--- config.mk ---
export PLATFORM = sky130hd
export DESIGN_NAME = fetch_controller
export DESIGN_NICKNAME = d
export VERILOG_FILES = /design/src/rtl/cpu_pkg.sv /design/src/rtl/fetch_pc_reg.sv /design/src/rtl/fetch_controller.sv
export SDC_FILE = /design/constraint.sdc
export NUM_CORES = 1
export LEC_CHECK = 0
export ABC_AREA = 1
export CORE_UTILIZATION = 30
export CTS_BUF_LIST = sky130_fd_sc_hd__clkbuf_16
export CTS_CLUSTER_SIZE = 10
export DETAILED_ROUTE_END_ITERATION = 7
export GPL_ROUTABILITY_DRIVEN = 0
export SLEW_MARGIN = 0
export SYNTH_ARGS = -nofsm -noshare
export SYNTH_HDL_FRONTEND = slang
export SYNTH_HIERARCHICAL = 1
export SYNTH_SLANG_ARGS = --single-unit
--- constraint.sdc ---
create_clock -name CLK -period 2.2 [get_ports CLK]
set_input_delay 0.55 -clock CLK [delete_from_list [all_inputs] [get_ports CLK]]
set_output_delay 0.55 -clock CLK [all_outputs]
set_load 0.01 [all_outputs]
--- src/rtl/cpu_pkg.sv ---
// rtl/cpu_pkg.sv - shared types and constants for the instruction-fetch stage
package cpu_pkg;

  // Default datapath width for PC, instruction word and cycle counter
  localparam int BUS_WIDTH_DEFAULT = 32;

  // All-zero word: inserted as the bubble on flushes and used as the end-of-program marker
  localparam int unsigned NOP_INSTR = 0;

  // Fetch sequencer states; 2'b11 is illegal and recovers to ST_RUN with a flush
  typedef enum logic [1:0] {
    ST_RUN   = 2'b00,
    ST_STALL = 2'b01,
    ST_HALT  = 2'b10
  } fetch_state_e;

  // Next-PC source select for fetch_pc_reg
  typedef enum logic [1:0] {
    PC_HOLD = 2'b00,
    PC_INC  = 2'b01,
    PC_LOAD = 2'b10
  } pc_sel_e;

endpackage

--- src/rtl/fetch_pc_reg.sv ---
// rtl/fetch_pc_reg.sv - fetch PC register with hold/increment/load select
module fetch_pc_reg
  import cpu_pkg::*;
#(
  parameter int                 W        = BUS_WIDTH_DEFAULT,
  parameter logic [W-1:0]       RESET_PC = '0
) (
  input  logic         CLK,
  input  logic         RST,
  input  pc_sel_e      sel,
  input  logic [W-1:0] load_pc,
  output logic [W-1:0] pc
);

  // PC update; increment wraps modulo 2^W with no flag
  always_ff @(posedge CLK) begin
    if (RST) begin
      pc <= RESET_PC;
    end else begin
      case (sel)
        PC_LOAD: pc <= load_pc;
        PC_INC:  pc <= pc + W'(1);
        default: pc <= pc;
      endcase
    end
  end

endmodule

--- src/rtl/fetch_controller.sv ---
// rtl/fetch_controller.sv - fetch PC, IF/ID register and cycle counter sequencer; FETCH_CTRL_WRAP_EN makes a zero word loop back to RESET_PC instead of halting
module fetch_controller
  import cpu_pkg::*;
#(
  parameter int                   BUS_WIDTH = BUS_WIDTH_DEFAULT,
  parameter logic [BUS_WIDTH-1:0] RESET_PC  = '0
) (
  input  logic                 CLK,
  input  logic                 RST,
  input  logic                 STALL,
  input  logic                 REDIRECT,
  input  logic [BUS_WIDTH-1:0] REDIRECT_PC,
  input  logic [BUS_WIDTH-1:0] Instr,
  output logic [BUS_WIDTH-1:0] F_PC,
  output logic [BUS_WIDTH-1:0] InstrD,
  output logic                 ValidD,
  output logic                 Halted,
  output logic [BUS_WIDTH-1:0] CLK_cycle
);

  localparam logic [BUS_WIDTH-1:0] NOP_W = BUS_WIDTH'(NOP_INSTR);

  fetch_state_e         state;
  pc_sel_e              pc_sel;
  logic [BUS_WIDTH-1:0] load_pc;
  logic                 is_zero;

  assign is_zero = (Instr == NOP_W);

  // Next-PC select, following redirect > stall > zero word > advance
  always_comb begin
    pc_sel  = PC_HOLD;
    load_pc = REDIRECT_PC;
    if (REDIRECT) begin
      pc_sel = PC_LOAD;
    end else begin
      case (state)
        ST_RUN, ST_STALL: begin
          if (STALL) begin
            pc_sel = PC_HOLD;
          end else if (is_zero) begin
`ifdef FETCH_CTRL_WRAP_EN
            pc_sel  = PC_LOAD;
            load_pc = RESET_PC;
`else
            pc_sel  = PC_HOLD;
`endif
          end else begin
            pc_sel = PC_INC;
          end
        end
        default: pc_sel = PC_HOLD;
      endcase
    end
  end

  fetch_pc_reg #(
    .W        (BUS_WIDTH),
    .RESET_PC (RESET_PC)
  ) u_pc (
    .CLK     (CLK),
    .RST     (RST),
    .sel     (pc_sel),
    .load_pc (load_pc),
    .pc      (F_PC)
  );

`ifdef FETCH_CTRL_WRAP_EN
  assign Halted = 1'b0;
`endif

  // Sequencer state, IF/ID register, halt flag and free-running cycle counter
  always_ff @(posedge CLK) begin
    if (RST) begin
      state     <= ST_RUN;
      InstrD    <= NOP_W;
      ValidD    <= 1'b0;
      CLK_cycle <= '0;
`ifndef FETCH_CTRL_WRAP_EN
      Halted    <= 1'b0;
`endif
    end else begin
      CLK_cycle <= CLK_cycle + BUS_WIDTH'(1);
      if (REDIRECT) begin
        state  <= ST_RUN;
        InstrD <= NOP_W;
        ValidD <= 1'b0;
`ifndef FETCH_CTRL_WRAP_EN
        Halted <= 1'b0;
`endif
      end else begin
        case (state)
          ST_RUN, ST_STALL: begin
            if (STALL) begin
              state <= ST_STALL;
            end else if (is_zero) begin
              InstrD <= NOP_W;
              ValidD <= 1'b0;
`ifdef FETCH_CTRL_WRAP_EN
              state  <= ST_RUN;
`else
              state  <= ST_HALT;
              Halted <= 1'b1;
`endif
            end else begin
              state  <= ST_RUN;
              InstrD <= Instr;
              ValidD <= 1'b1;
            end
          end
`ifndef FETCH_CTRL_WRAP_EN
          ST_HALT: begin
            InstrD <= NOP_W;
            ValidD <= 1'b0;
            Halted <= 1'b1;
          end
`endif
          default: begin
            state  <= ST_RUN;
            InstrD <= NOP_W;
            ValidD <= 1'b0;
`ifndef FETCH_CTRL_WRAP_EN
            Halted <= 1'b0;
`endif
          end
        endcase
      end
    end
  end

endmodule

==> results list <==
- Hold endpoint: Halted
* Boundary pin count: 166
- In this run the remaining antenna-violating nets after routing total 0.
- For the worst-skew pair, the clock arrives at the later sink with an insertion delay of 340 ps.
* Data arrival, critical path: 2360 ps
- Predominant post-synthesis flop cell: dfxtp_1
- Adder-cell share of the synthesized area: 0.690%
* Diodes inserted: 0
* Kind of cell adding the most delay to the critical path: buffers and inverters
* Relative slew margins: 61.9%
- Input and output buffers added on the ports amount to 165.
* Slack of the worst reg-to-reg path: 420 ps
- Count of max-cap constraint violations: 0
- For this design the ratio of total power to cell area is 557 nW/µm².
* Hpwl dp: 12,700 µm
* Hold path startpoint: Halted
- Yosys reg bits: 100
- Entering global routing, the biggest net connects 39 pins.
- The die is 137 µm tall.
- After synthesis, the largest family of logic cells by area is simple AND/OR/NAND/NOR gates.
- Summing the areas of all compound-gate instances in the mapped netlist gives 13.2% of the synthesized area.
- By area the synthesized netlist is led by dfxtp_1, nand2_1, nor2_1, a21oi_1, nand3_1.
- The total overflow left after global routing is 0.
* Number of buffers inserted during clock tree synthesis: 9
* Combined global-route utilization of all metal layers: 18.4%
- Clock-pin slew was measured on the worst setup and hold paths at 70 ps.
* Area of the core: 17,500 µm²
- Result of the run: finished, final reports clean
- Max clock buf depth: 2
- Reg2Reg Depth: 10
* Final Net Count: 1,095
* CTS tree: built
- Setup violations remaining at the end of the flow were counted as 0.
- Clock skew on the completed layout was measured at 5.12 ps.
- The worst-case IR drop observed on VDD is 391 µV.
* Clock root buffer master: clkbuf_16
- Via density per instance: 4.70
- For the pin with the worst max-slew slack, the measured transition is 571 ps.
- Fraction of post-synthesis cell area in the top cell type by area: 36.8%
- Number of warnings reported in the yosys synthesis log: 6
- Initial antenna violation count: 0
- First-pass DRT Iterations: 5
- Static leakage: 3.13 nW
* Area share of and/or/nand/nor cells after synthesis: 41.3%
- Number of cells produced by synthesis: 849
- Setup repair after global routing missed its margin: no
- The worst register-to-register path ends at u_pc/pc[24].
- The number of pins with negative max-slew slack in the final report came to 0.
- Critical-path top delay cell: clkdlybuf4s50_1
- Max Clock Freq: 0.482 GHz
* Detailed-route via count: 5,893
- Path type of the worst setup path: in -> reg
* Crit path buffers/inverters: 4
* Number of instances on the worst hold path: 2
- The netlist uses 37 different library cells.
- The first global-routing pass estimated 26,800 µm of wire.
- Fin crit period: 2070 ps
* Number of flops mapped to enable cells by yosys: 0
- dfxtp_1 takes more of the synthesized area than any other cell.
- Relative to the synthesized area, the layout overhead comes to 46.5%.
* Data required time at the worst endpoint: 2480 ps
- Syn_area_per_cell: 6.41 µm²
- Hold Crit Class: reg -> reg
* H-tree depth: 3
- For this run, design rule violations remaining after detail routing come to 0.
- Proportion of synthesized area in mux cells: 0%
- Hold repair after CTS inserted 0 buffers.
* Xor and xnor fraction of the mapped netlist area: 1.77%
- The layout has 1,842 filler cells.
* Number of global-route vias before repair: 5,376
* Final core utilization: 45.6%
- Critical Path Sink Type: flop
* Power consumption: 4.44 mW
- For this block, the routed nets add up to 17,200 µm of wire.
* Cell-by-cell trace of the critical path: clkdlybuf4s50_1 > or2_1 > nor3_4 > ha_4 > buf_12 > buf_12 > buf_2 > nor2_1 > nor2_1 > nand2_1 > a21oi_1
* Effective utilization at floorplan: 31.1%
- Clock sinks: 100
- Std cell rows: 48
- Sequential area share after synthesis: 36.8%
* Total count of hold-check failures in the final report: 0
- Summing every instance area after synthesis gives 5440 µm².
* Ys async rst share: 0%
- Part of the cycle the worst path needs: 94.3%
- Critical-path maximum fanout: 8
- The detailed router finished its first iteration with 305 violations.
* Longest individual stage delay on the worst path: 430 ps
- Post-detailed-route wirelength per cell: 13.7 µm
* Die outline area: 18,700 µm²
- Share of cells above drive strength 1: 9.82%
- Die W: 137 µm
- The startpoint identified for the worst register-to-register timing path is state[1].
- Syn Nets: 920
- Startpoint kind of the worst setup timing path: primary input
==> synth_stat cells (2+ instances only) <==
library cell,number
nor2_4,10
o21a_1,4
buf_2,9
nand2_1,262
a211oi_1,3
or2_2,4
inv_1,53
nand4_1,5
dfxtp_1,100
o21ai_0,26
xor2_1,6
nand3_1,45
inv_2,3
xnor2_1,5
nor2_2,8
a21oi_2,3
ha_1,3
nand3b_1,9
a31oi_1,2
clkbuf_1,20
a21oi_1,94
nor2_1,146
nor2_8,3
nand2_4,3
nand2_2,11
==> flip-flops by register name, summed over array words and instances (netlist names) <==
name and flops:
u_pc/pc 32, state 2, InstrD 32, Halted 1, ValidD 1, CLK_cycle 32
==> cell usage in the layout, fill, tap and decap left out, drive strengths merged <==
cell	n
inv	58
dlymetal6s2s	32
clkinvlp	2
nand3	45
o21ai	27
a221oi	1
a31oi	2
clkinv	2
clkdlybuf4s50	132
o21a	4
clkbuf	10
dfxtp	100
o22ai	1
and3	1
o211ai	1
a21oi	97
nand2	276
bufinv	2
nor2	167
xor2	6
nand4	5
ha	3
nand3b	9
and2	1
buf	29
xnor2	5
or2	6
nor3	2
a211oi	3
==> cells by family after synthesis <==
| family | Yosys count |
|---|---|
| and+or+nand+nor | 512 |
| AOI/OAI and AO/OA | 136 |
| DFF | 100 |
| buffers and inverters | 87 |
| xor gates and xnor gates | 11 |
| adders and majority gates | 3 |
==> per-layer routing <==
| metal | wire length [µm] | GRT usage (%) | share of wire [%] |
|---|---|---|---|
| met5 | 0 | 0 | 0 |
| met4 | 171 | 4.57 | 0.99 |
| met3 | 1340 | 5.74 | 7.8 |
| met2 | 7520 | 28.8 | 44 |
| met1 | 8170 | 24.3 | 47 |
==> stage by stage <==
stage / TNS, ps / cell area, µm² / setup WS (ps) / hold WS [ps] / cells
floorplan: 0 / 5440 / 65.9 / 469 / 849
global placement: -11910 / 7450 / -457 / 443 / 1231
detailed placement: -12590 / 7450 / -494 / 449 / 1231
CTS: 0 / 7800 / 3.34 / 464 / 1249
global route: 0 / 7970 / 9.74 / 482 / 1254
finish: 0 / 7970 / 125 / 460 / 1254
==> power breakdown <==
part           switching [mW]  total (mW)  internal [mW]  leakage, nW
logic                   0.339       0.720          0.380         2.16
registers               0.100        1.99           1.89        0.816
clock network           0.737        1.73          0.995        0.151
==> final cells by class <==
type | instances | area (µm²) | area share (%)
inverter | 57 | 214 | 2.68
clock buffer | 9 | 225 | 2.83
timing repair buffer | 194 | 2010 | 25.2
clock inverter | 7 | 91.3 | 1.15
multi-input combinational | 662 | 3150 | 39.5
sequential | 100 | 2000 | 25.1
tap | 225 | 282 | 3.53
==> worst reg2reg max path, delay by kind of cell, from the launching register on <==
| kind | cells | cell delay, ps |
|---|---|---|
| compound gates | 1 | 110 |
| fa+ha+maj | 1 | 170 |
| buf+inv | 3 | 410 |
| flops | 1 | 330 |
| simple gates | 5 | 700 |
==> repair_timing <==
action	in CTS	in global routing
endpoints found under the setup margin	29	32
setup buffers	2	4
resized for setup	7	45
gates cloned	0	1
pin swaps	2	33
==> worst max path at each step <==
stage                    from           to  depth (start not counted)
detailed placement   Instr[6]  u_pc/pc[16]                         14
global route         REDIRECT  u_pc/pc[30]                         11
global placement    Instr[12]  u_pc/pc[16]                         14
finish               REDIRECT  u_pc/pc[24]                         11
CTS                 Instr[17]   u_pc/pc[3]                         13
floorplan               STALL  u_pc/pc[16]                          9
Note: power is estimated with default switching activity, not from simulation.
